==> src/rtl/daylight_dimmer_ctrl.sv <==
// Daylight sensor debounce, day/night brightness ramp scheduler and PWM display enable.
// Drives the stable day flag for WARN/LED and gates the segment/diode drivers.
module daylight_dimmer_ctrl #(
  parameter int unsigned DEBOUNCE_CYCLES = 500000,
  parameter int unsigned RAMP_TICKS      = 50000,
  parameter int unsigned PWM_BITS        = 8,
  parameter int unsigned DAY_LEVEL       = 255,
  parameter int unsigned NIGHT_LEVEL     = 32
) (
  input  logic                CLOCK_50,
  input  logic                RESET,
  input  logic                DAYLIGHT,
  output logic                DAY_STABLE,
  output logic [PWM_BITS-1:0] LEVEL,
  output logic                PWM_EN,
  output logic                RAMPING,
  output logic [1:0]          STATE
);

  localparam logic [1:0] ST_NIGHT     = 2'd0;
  localparam logic [1:0] ST_RAMP_UP   = 2'd1;
  localparam logic [1:0] ST_DAY       = 2'd2;
  localparam logic [1:0] ST_RAMP_DOWN = 2'd3;

  localparam int unsigned DW = $clog2(DEBOUNCE_CYCLES) + 1;
  localparam int unsigned RW = $clog2(RAMP_TICKS) + 1;
  localparam logic [DW-1:0]       LP_DEB_TC  = DW'(DEBOUNCE_CYCLES - 1);
  localparam logic [RW-1:0]       LP_RAMP_TC = RW'(RAMP_TICKS - 1);
  localparam logic [PWM_BITS-1:0] LP_DAY     = PWM_BITS'(DAY_LEVEL);
  localparam logic [PWM_BITS-1:0] LP_NIGHT   = PWM_BITS'(NIGHT_LEVEL);

  logic [1:0]          r_sync;
  logic [DW-1:0]       r_deb_cnt;
  logic                r_day;
  logic [1:0]          r_state;
  logic [PWM_BITS-1:0] r_level;
  logic [RW-1:0]       r_presc;
  logic [PWM_BITS-1:0] r_pwm_cnt;
  logic [PWM_BITS-1:0] r_shadow;
  logic                r_pwm_en;
  logic                w_s;
  logic                w_tick;

  assign w_s    = r_sync[1];
  assign w_tick = (r_presc == LP_RAMP_TC);

  always_ff @(posedge CLOCK_50) begin
    if (RESET) begin
      r_sync    <= '0;
      r_deb_cnt <= '0;
      r_day     <= 1'b0;
    end else begin
      r_sync <= {r_sync[0], DAYLIGHT};
      if (w_s == r_day) begin
        r_deb_cnt <= '0;
      end else if (r_deb_cnt == LP_DEB_TC) begin
        r_day     <= w_s;
        r_deb_cnt <= '0;
      end else begin
        r_deb_cnt <= r_deb_cnt + 1'b1;
      end
    end
  end

  // Setpoint check precedes the step, so LEVEL stays inside [NIGHT, DAY].
  always_ff @(posedge CLOCK_50) begin
    if (RESET) begin
      r_state <= ST_NIGHT;
      r_level <= LP_NIGHT;
      r_presc <= '0;
    end else begin
      case (r_state)
        ST_NIGHT: begin
          r_presc <= '0;
          if (r_day) r_state <= ST_RAMP_UP;
        end
        ST_RAMP_UP: begin
          if (!r_day) begin
            r_state <= ST_RAMP_DOWN;
            r_presc <= '0;
          end else if (r_level == LP_DAY) begin
            r_state <= ST_DAY;
            r_presc <= '0;
          end else if (w_tick) begin
            r_level <= r_level + 1'b1;
            r_presc <= '0;
          end else begin
            r_presc <= r_presc + 1'b1;
          end
        end
        ST_DAY: begin
          r_presc <= '0;
          if (!r_day) r_state <= ST_RAMP_DOWN;
        end
        ST_RAMP_DOWN: begin
          if (r_day) begin
            r_state <= ST_RAMP_UP;
            r_presc <= '0;
          end else if (r_level == LP_NIGHT) begin
            r_state <= ST_NIGHT;
            r_presc <= '0;
          end else if (w_tick) begin
            r_level <= r_level - 1'b1;
            r_presc <= '0;
          end else begin
            r_presc <= r_presc + 1'b1;
          end
        end
        default: begin
          r_state <= ST_NIGHT;
          r_presc <= '0;
        end
      endcase
    end
  end

  // Shadow level reloads only at the period boundary to keep PWM glitch-free.
  always_ff @(posedge CLOCK_50) begin
    if (RESET) begin
      r_pwm_cnt <= '0;
      r_shadow  <= '0;
      r_pwm_en  <= 1'b0;
    end else begin
      r_pwm_cnt <= r_pwm_cnt + 1'b1;
      if (r_pwm_cnt == '1) r_shadow <= r_level;
      r_pwm_en <= (r_pwm_cnt < r_shadow);
    end
  end

  assign DAY_STABLE = r_day;
  assign LEVEL      = r_level;
  assign PWM_EN     = r_pwm_en;
  assign STATE      = r_state;
  assign RAMPING    = r_state[0];

endmodule

==> config.mk <==
export PLATFORM = sky130hd
export DESIGN_NAME = daylight_dimmer_ctrl
export DESIGN_NICKNAME = d
export VERILOG_FILES = /design/src/rtl/daylight_dimmer_ctrl.sv
export SDC_FILE = /design/constraint.sdc
export NUM_CORES = 1
export LEC_CHECK = 0
export ABC_AREA = 1
export CAP_MARGIN = 20
export CORE_UTILIZATION = 34
export CTS_CLUSTER_DIAMETER = 50
export DETAILED_ROUTE_END_ITERATION = 8
export GPL_TIMING_DRIVEN = 0
export PLACE_DENSITY = 0.62
export SYNTH_ARGS = -nofsm -noshare
export SYNTH_HDL_FRONTEND = slang
export SYNTH_SLANG_ARGS = --single-unit
==> constraint.sdc <==
create_clock -name CLOCK_50 -period 2.1 [get_ports CLOCK_50]
set_input_delay 0.63 -clock CLOCK_50 [delete_from_list [all_inputs] [get_ports CLOCK_50]]
set_output_delay 0.63 -clock CLOCK_50 [all_outputs]
set_load 0.01 [all_outputs]
Word-level counts from Yosys, hierarchy flattened
Index checks and enable logic that the tools add are counted.

Add/subtract/negate cells: 5. Magnitude comparators: 1. Eq/ne operators: 19. Muxes and demuxes: 20. Bitwise logic cells: 1. Reductions and logical operators: 7.

Operators by type and width (number): $mux W17 (5); $pmux W17 S3 (1); $mux W8 (6); $add A20 B1 Y20 const B (1); $eq A20 B19 Y1 const B (1); $add A17 B1 Y17 const B (1); $eq A17 B16 Y1 const B (1); $add A8 B1 Y8 const B (2); $eq A8 B8 Y1 const B (2); $ne A2 B2 Y1 const B (8); $pmux W8 S2 (1); $mux W2 (6); $eq A8 B6 Y1 const B (1); $lt A8 B8 Y1 (1); $pmux W2 S4 (1); $sub A8 B1 Y8 const B (1); $reduce_and A7 Y1 (1); $ne A3 B3 Y1 const B (2); $eq A2 B2 Y1 const B (2); $reduce_and A4 Y1 (1); $reduce_or A3 Y1 (1); $eq A2 B1 Y1 const B (1); $logic_not A2 Y1 (1); $reduce_and A2 Y1 (1); 4 further kinds (4).

Register bits after elaboration: 67. Input port bits: 3. Output and inout port bits: 13. Logic and storage cells: 62.

Longest topological paths before layout
Gate-level depths: netlist of run 1.

Depth after elaboration: 5. Gate-level depth with buffers: 10. Mapped depth without buffers: 10.

Worst setup path before layout of run 1
OpenSTA, ideal clock, no wires.

Path type: reg2reg. Start: register r_state[0], in the netlist STATE[0]. End: register r_level[5], in the netlist LEVEL[5]. Setup time: 0.132 ns. Arrival: 1.816 ns. Data required time: 1.968 ns. Slack: 0.152 ns. Cell stages (with the launch flop): 9. Buffers on the path: 0. Period minus slack after synthesis: 1.948 ns. Cells stage by stage: dfxtp_1 > ha_1 > ha_1 > a21oi_1 > nand2_1 > a21oi_1 > nor2_1 > o21ai_0 > nand3_1.

Word-level cells in the longest chain between the ends: 3. Elaborated cells on any way between the ends: 11. Those cells by class: eq/ne (8); mux (1); reduce/logical (2).

Ends and longest elaborated chain: start, declared (line 35) `logic [1:0] r_state;`; start signal, assigned (line 68) `r_state <= ST_NIGHT;`; start signal, assigned (line 75) `if (r_day) r_state <= ST_RAMP_UP;`; start signal, assigned (line 79) `r_state <= ST_RAMP_DOWN;`; $eq A2 B2 Y1 / $eq A2 B1 Y1 (equally long branches) (line 72) `case (r_state)`; $ne A2 B2 Y1 (no source line) / $reduce_bool A2 Y1 (equally long branches); $reduce_and A7 Y1 (no source line); end signal, assigned (line 85) `r_level <= r_level + 1'b1;`; end signal, assigned (line 103) `r_level <= r_level - 1'b1;`; end, declared (line 36) `logic [PWM_BITS-1:0] r_level;`.

Several ways; a longest one is shown, not always the timed one. A chain may end at the register's enable or synchronous reset.

Final worst setup path of run 1
Start: register r_state[0], in the netlist STATE[0]. End: output port STATE[0].

RTL lines: end, declared (line 17) `output logic [1:0] STATE`.

No word-level cell between the ends.

==> impl_metrics.toml, run 1 <==
[sta]
fin_ws_ps = 109.2
fmax_mhz = 502.3
rsz0062_at_grt = "no"
setup_viol = 0
final.period_utilization_pct = 94.80
worst_slew_pin_slew_ps = 552.5
finalSetupTns_ps = 0
hold_viol_final = 0
slew_headroom_pct = 63.16
skew_ps = 8.622
drv_slew = 0
fin_crit_ps = 1991

[clock_tree]
post_cts_buffers = 0
cts_sinks = 67
cts_buffers = 9
cts_root_buffer = "clkbuf_16"
insertion_delay_ps = 330
cts.clk_slew.worst_paths_ps = 50
cts_tree = "built"
clock_tree.buffer_depth = 2
htreeDepth = 3

[global_routing]
grt_pass1_vias = 3157
grt_usage_pct = 15.13
gr-total-overflow = 0
grt_antenna_before_repair = 0
grt_pass1_wl_um = 14140
grt_max_degree = 12

[place]
pre_cts_slack_ps = -164.3
place_congestion = 0.8321
dp.cells = 692
place_area_um2 = 4160
hpwl_um = 5993
place.port_buffers = 15

[cells_and_area]
final_nets = 589
layout_common_cells = "95 x nand2_1, 77 x nor2_1, 76 x inv_1, 64 x dfxtp_1, 35 x nand3_1"
fillers = 1121
finish.instance_area_um2 = 4494
final_cells = 708
mostFrequentLayoutCell = "nand2_1"
diodes = 0
drive_gt1_share_pct = 11.80
area_growth_syn_to_layout_pct = 17.19

[yosys]
syn_nets = 563
async_flop_share_pct = 0
ys_seq_elements = 67
synthFlopType = "dfxtp_1"
syn_area_per_cell_um2 = 7.141
synthCells = 537
ys_seq_area_share_pct = 34.98
yosysWarningCount = 0
yosysUniqueCellTypes = 37
synth_area_um2 = 3835
synth_edf_count = 0

[drt]
drcViolationCount = 0
ant_nets = 0
routed_wl_um = 8128
detail_route.vias_per_cell = 4.802
drtPass1Iterations = 4
via_count = 3400
drtIter0Drc = 118
wire_per_inst_um = 11.48

[pwr]
cellPowerDensity_nw_per_um2 = 645.8
p_leak_nw = 1.718
peakVddDrop_mv = 0.3642

[setup_path]
path_cells = "buf_4, clkdlybuf4s50_1"
max_stage_delay_ps = 520
cp_top_family = "buffers and inverters"
cp_slowest_cell = "clkdlybuf4s50_1"
startpoint_type = "register"
worstPathArrival_ps = 1360
cp-end-kind = "output port"
crit_type = "reg2out"
critPathBufInv = 2
cp.required_ps = 1470
crit_path_max_fanout = 7

[min_path]
hold_path.class = "reg2reg"

[floorplanning]
io_pins = 16
core_um2 = 10940
die_w_um = 108.2
die_h_um = 108.2
dieArea_um2 = 11710
rows = 38
start_util_pct = 35.07

[job]
drv_cap = 0

[status]
outcome = "finished clean"
==> repair_timing <==
action | 4_1_cts | 5_1_grt
endpoints found under the setup margin | 5 | 5
hold buffers | 0 | 0
gates resized for setup | 2 | 4
==> layout make-up <==
cell class	count	area, um^2	area share, %
Buffer	7	50.05	1.114
Clock buffer	13	270.3	6.013
Clock inverter	3	45.04	1.002
Inverter	81	304.0	6.765
Multi-Input combinational cell	382	2152	47.88
Sequential cell	67	1348	29.98
Tap cell	140	175.2	3.898
Timing Repair Buffer	15	150.1	3.341
==> cell usage after synthesis (2+ instances only) <==
cell,number,share of area [%]
inv_1,76,7.4
nor2_4,4,1.2
nand3_1,35,4.6
ha_1,22,7.2
nand2_1,95,9.3
o21ai_0,22,2.9
xor2_1,12,2.7
nand3b_1,2,0.39
and2_1,2,0.33
nor2_1,77,7.5
nand4_2,4,1.3
nand4_1,10,1.6
nor2_2,15,2.4
clkbuf_1,3,0.29
a31oi_1,2,0.33
dfxtp_1,67,35
a21oi_1,34,4.4
nor4_1,2,0.33
inv_2,5,0.49
o211ai_1,3,0.59
nor3_2,5,1.3
nand2_2,3,0.49
nor3_1,16,2.1
nand3_2,2,0.52
xnor2_1,7,1.6
==> cells by family (layout without fill, tap and decap cells) <==
logic type | after synthesis | in the layout | synth area share (%)
fa+ha+maj | 23 | 23 | 7.700
flops | 67 | 67 | 34.98
simple gates | 277 | 277 | 35.17
compound gates | 63 | 63 | 8.581
buf+inv | 88 | 119 | 9.233
xor+xnor | 19 | 19 | 4.339
==> layer usage <==
layer | routed length (um) | vias up | GRT usage [%]
met4 | 154 | 0 | 6.458
met3 | 234 | 13 | 2.351
li1 | - | 1782 | -
met2 | 3732 | 49 | 25.48
met5 | 0 | - | 0
met1 | 4006 | 1556 | 19.10
==> worst paths after layout <==
path	slack, ps	depth (start not counted)	endpoint	start
max	110	2	STATE[0]	STATE[0]$_SDFFE_PP0P_
min	400	2	r_sync[1]$_SDFF_PP0_	r_sync[0]$_SDFF_PP0_
max reg2reg	250	8	LEVEL[5]$_SDFFE_PP1P_	STATE[1]$_SDFFE_PP0P_
min reg2reg	400	2	r_sync[1]$_SDFF_PP0_	r_sync[0]$_SDFF_PP0_
==> worst register-to-register path, cell delays in order, from the launching register on <==
cell	delay, ps
dfxtp_2	400
ha_4	250
ha_1	320
a21oi_1	150
nand2_1	120
a21oi_1	180
nor2_1	60
o21ai_0	160
nand3_1	90
==> through the flow <==
step / hold WS, ps / total power [mW] / utilization [%]
finish: 405.0 / 2.902 / 41.10
global route: 426.2 / 2.994 / 41.10
CTS: 409.1 / 2.929 / 40.96
detailed placement: 400.4 / 1.371 / 38.04
global placement: 399.3 / 1.369 / 38.04
floorplan: 388.3 / 1.350 / -
==> state kept, by name (all words and copies together) (netlist names) <==
name,flops
r_deb_cnt,20
r_presc,17
LEVEL,8
r_pwm_cnt,8
r_shadow,8
STATE,2
r_sync,2
DAY_STABLE,1
PWM_EN,1
==> where the power goes <==
group,internal (mW),total (mW),switching (mW)
Sequential,1.28,1.29,0.00722
Combinational,0.0222,0.0550,0.0328
Clock,1.02,1.56,0.544
Total,2.32,2.90,0.584
Note: power is estimated with default switching activity, not from simulation.
==> inputs of run 2 (changes only) <==
Settings changed: CORE_ASPECT_RATIO set to 2, TNS_END_PERCENT set to 100.
==> run 2 against run 1 <==
Against the previous run:
- first-iteration DRC count up 15%
- critical path depth unchanged
- worst hold slack better by 11 ps
- die area up 0.22%
- largest power group unchanged
==> impl_metrics.toml, run 2 (synthesized netlist as in run 1, its figures left out) <==
[status]
outcome = "finished clean"

[setup_path]
r2r_slack_ps = 180
worstPathArrival_ps = 1360
worstReg2RegStart = "STATE[1]$_SDFFE_PP0P_"
crit_type = "reg2out"
startpoint_type = "register"
crit_path_max_fanout = 7
reg2regPathDepth = 9
reg2reg_to = "LEVEL[4]$_SDFFE_PP0P_"
cp.required_ps = 1470
cp-end-kind = "output port"

[floorplanning]
rows = 54
dieArea_um2 = 11730
io_pins = 16
start_util_pct = 35.04
die_w_um = 77.10
die_h_um = 152.2
core_um2 = 10950

[min_path]
hold_depth = 2
hold_path.class = "reg2reg"
worstHoldStart = "r_sync[0]$_SDFF_PP0_"
min_to = "r_sync[1]$_SDFF_PP0_"

[clock_tree]
htreeDepth = 3
post_cts_buffers = 0
cts_buffers = 9
cts.clk_slew.worst_paths_ps = 50
cts_tree = "built"
cts_sinks = 67
hold_buffers = 0
insertion_delay_ps = 330
clock_tree.buffer_depth = 2
cts_root_buffer = "clkbuf_16"

[pwr]
p_leak_nw = 1.724
p_total_mw = 2.896
cellPowerDensity_nw_per_um2 = 644.7
peakVddDrop_mv = 0.4645

[drt]
ant_nets = 0
detail_route.vias_per_cell = 4.849
drcViolationCount = 0
wire_per_inst_um = 12.25
via_count = 3433
drtIter0Drc = 136
routed_wl_um = 8672
drtPass1Iterations = 4

[cells_and_area]
diodes = 0
final_cells = 708
drive_gt1_share_pct = 11.80
area_growth_syn_to_layout_pct = 17.13
largest_reg_flops = 20
seq_area_um2 = 1346
final_nets = 589
fillers = 1171
mostFrequentLayoutCell = "nand2_1"
layout_common_cells = "95 x nand2_1, 77 x nor2_1, 76 x inv_1, 65 x dfxtp_1, 35 x nand3_1"
finish.instance_area_um2 = 4492
top_regs = "r_deb_cnt (20), r_presc (17)"
top_register = "r_deb_cnt"
multi_input_area_um2 = 2152

[global_routing]
grt_antenna_before_repair = 0
grt_pass1_vias = 3409
grt_usage_pct = 16.03
gr-total-overflow = 0
grt_max_degree = 12
grt_pass1_wl_um = 14990

[place]
pre_cts_slack_ps = -203.7
place.port_buffers = 15
hpwl_um = 6640
dp.cells = 692
place_congestion = 0.8824
place_area_um2 = 4160

[sta]
fin_ws_ps = 105.2
fmax_mhz = 501.3
rsz0062_at_grt = "no"
drv_slew = 0
fin_crit_ps = 1995
slew_headroom_pct = 62.37
worst_slew_pin_slew_ps = 564.5
skew_ps = 8.955
hold_viol_final = 0
setup_viol = 0
final.period_utilization_pct = 94.99

[job]
drv_cap = 0
[run 2: power breakdown]
part,internal [mW],total (mW),switching (mW),leakage (nW)
Sequential,1.28,1.29,0.00744,0.542
Combinational,0.0221,0.0543,0.0322,1.03
Clock,1.01,1.55,0.544,0.155
Total,2.31,2.90,0.583,1.72
[run 2: worst max-delay path by stage]
| stage | start | endpoint | slack, ps | depth (start not counted) |
|---|---|---|---|---|
| after global placement | STATE[0]$_SDFFE_PP0P_ | LEVEL[5]$_SDFFE_PP1P_ | -190 | 8 |
| after global routing | STATE[0]$_SDFFE_PP0P_ | STATE[0] | 40 | 2 |
| after detailed placement | STATE[0]$_SDFFE_PP0P_ | LEVEL[5]$_SDFFE_PP1P_ | -200 | 8 |
| after CTS | DAY_STABLE$_SDFFE_PP0P_ | DAY_STABLE | 9 | 1 |
| after floorplan | STATE[0]$_SDFFE_PP0P_ | LEVEL[5]$_SDFFE_PP1P_ | 150 | 8 |
| final | STATE[0]$_SDFFE_PP0P_ | STATE[0] | 110 | 2 |
[run 2: cell type report]
type                       count  share of cell area [%]
timing repair buffer          15                   3.343
sequential                    67                   29.97
tap                          140                   3.900
inverter                      81                   6.769
clock buffer                  12                   5.933
multi-input combinational    382                   47.91
clock inverter                 4                   1.058
buffer                         7                   1.114
[run 2: what timing repair did]
action	CTS	global route
endpoints found under the setup margin	6	4
pin swaps	0	0
gates cloned	0	0
resized for setup	2	3
hold endpoints to repair	0	0
[run 2: critical path, stage by stage, from the launching register on]
cell and delay, ps:
dfxtp_4 400, buf_4 120, clkdlybuf4s50_1 510
[run 2: layer usage]
layer  global-route usage [%]  vias to the layer above  part of all wire (%)  wire length (um)
met5                        0                        -                     0                 0
met4                    9.704                        0                   3.8               329
met3                    3.234                       26                   3.2               281
met2                    30.95                       67                    55              4741
met1                    14.92                     1554                    38              3319
li1                         -                     1786                     -                 -
[run 2: through the flow]
step                TNS, ps  util [%]  hold WS [ps]
floorplan                 0         -         388.3
global placement     -633.9     38.01         404.5
detailed placement   -688.0     38.01         411.5
CTS                       0     40.91         422.2
global route              0     41.04         458.7
finish                    0     41.04         416.0
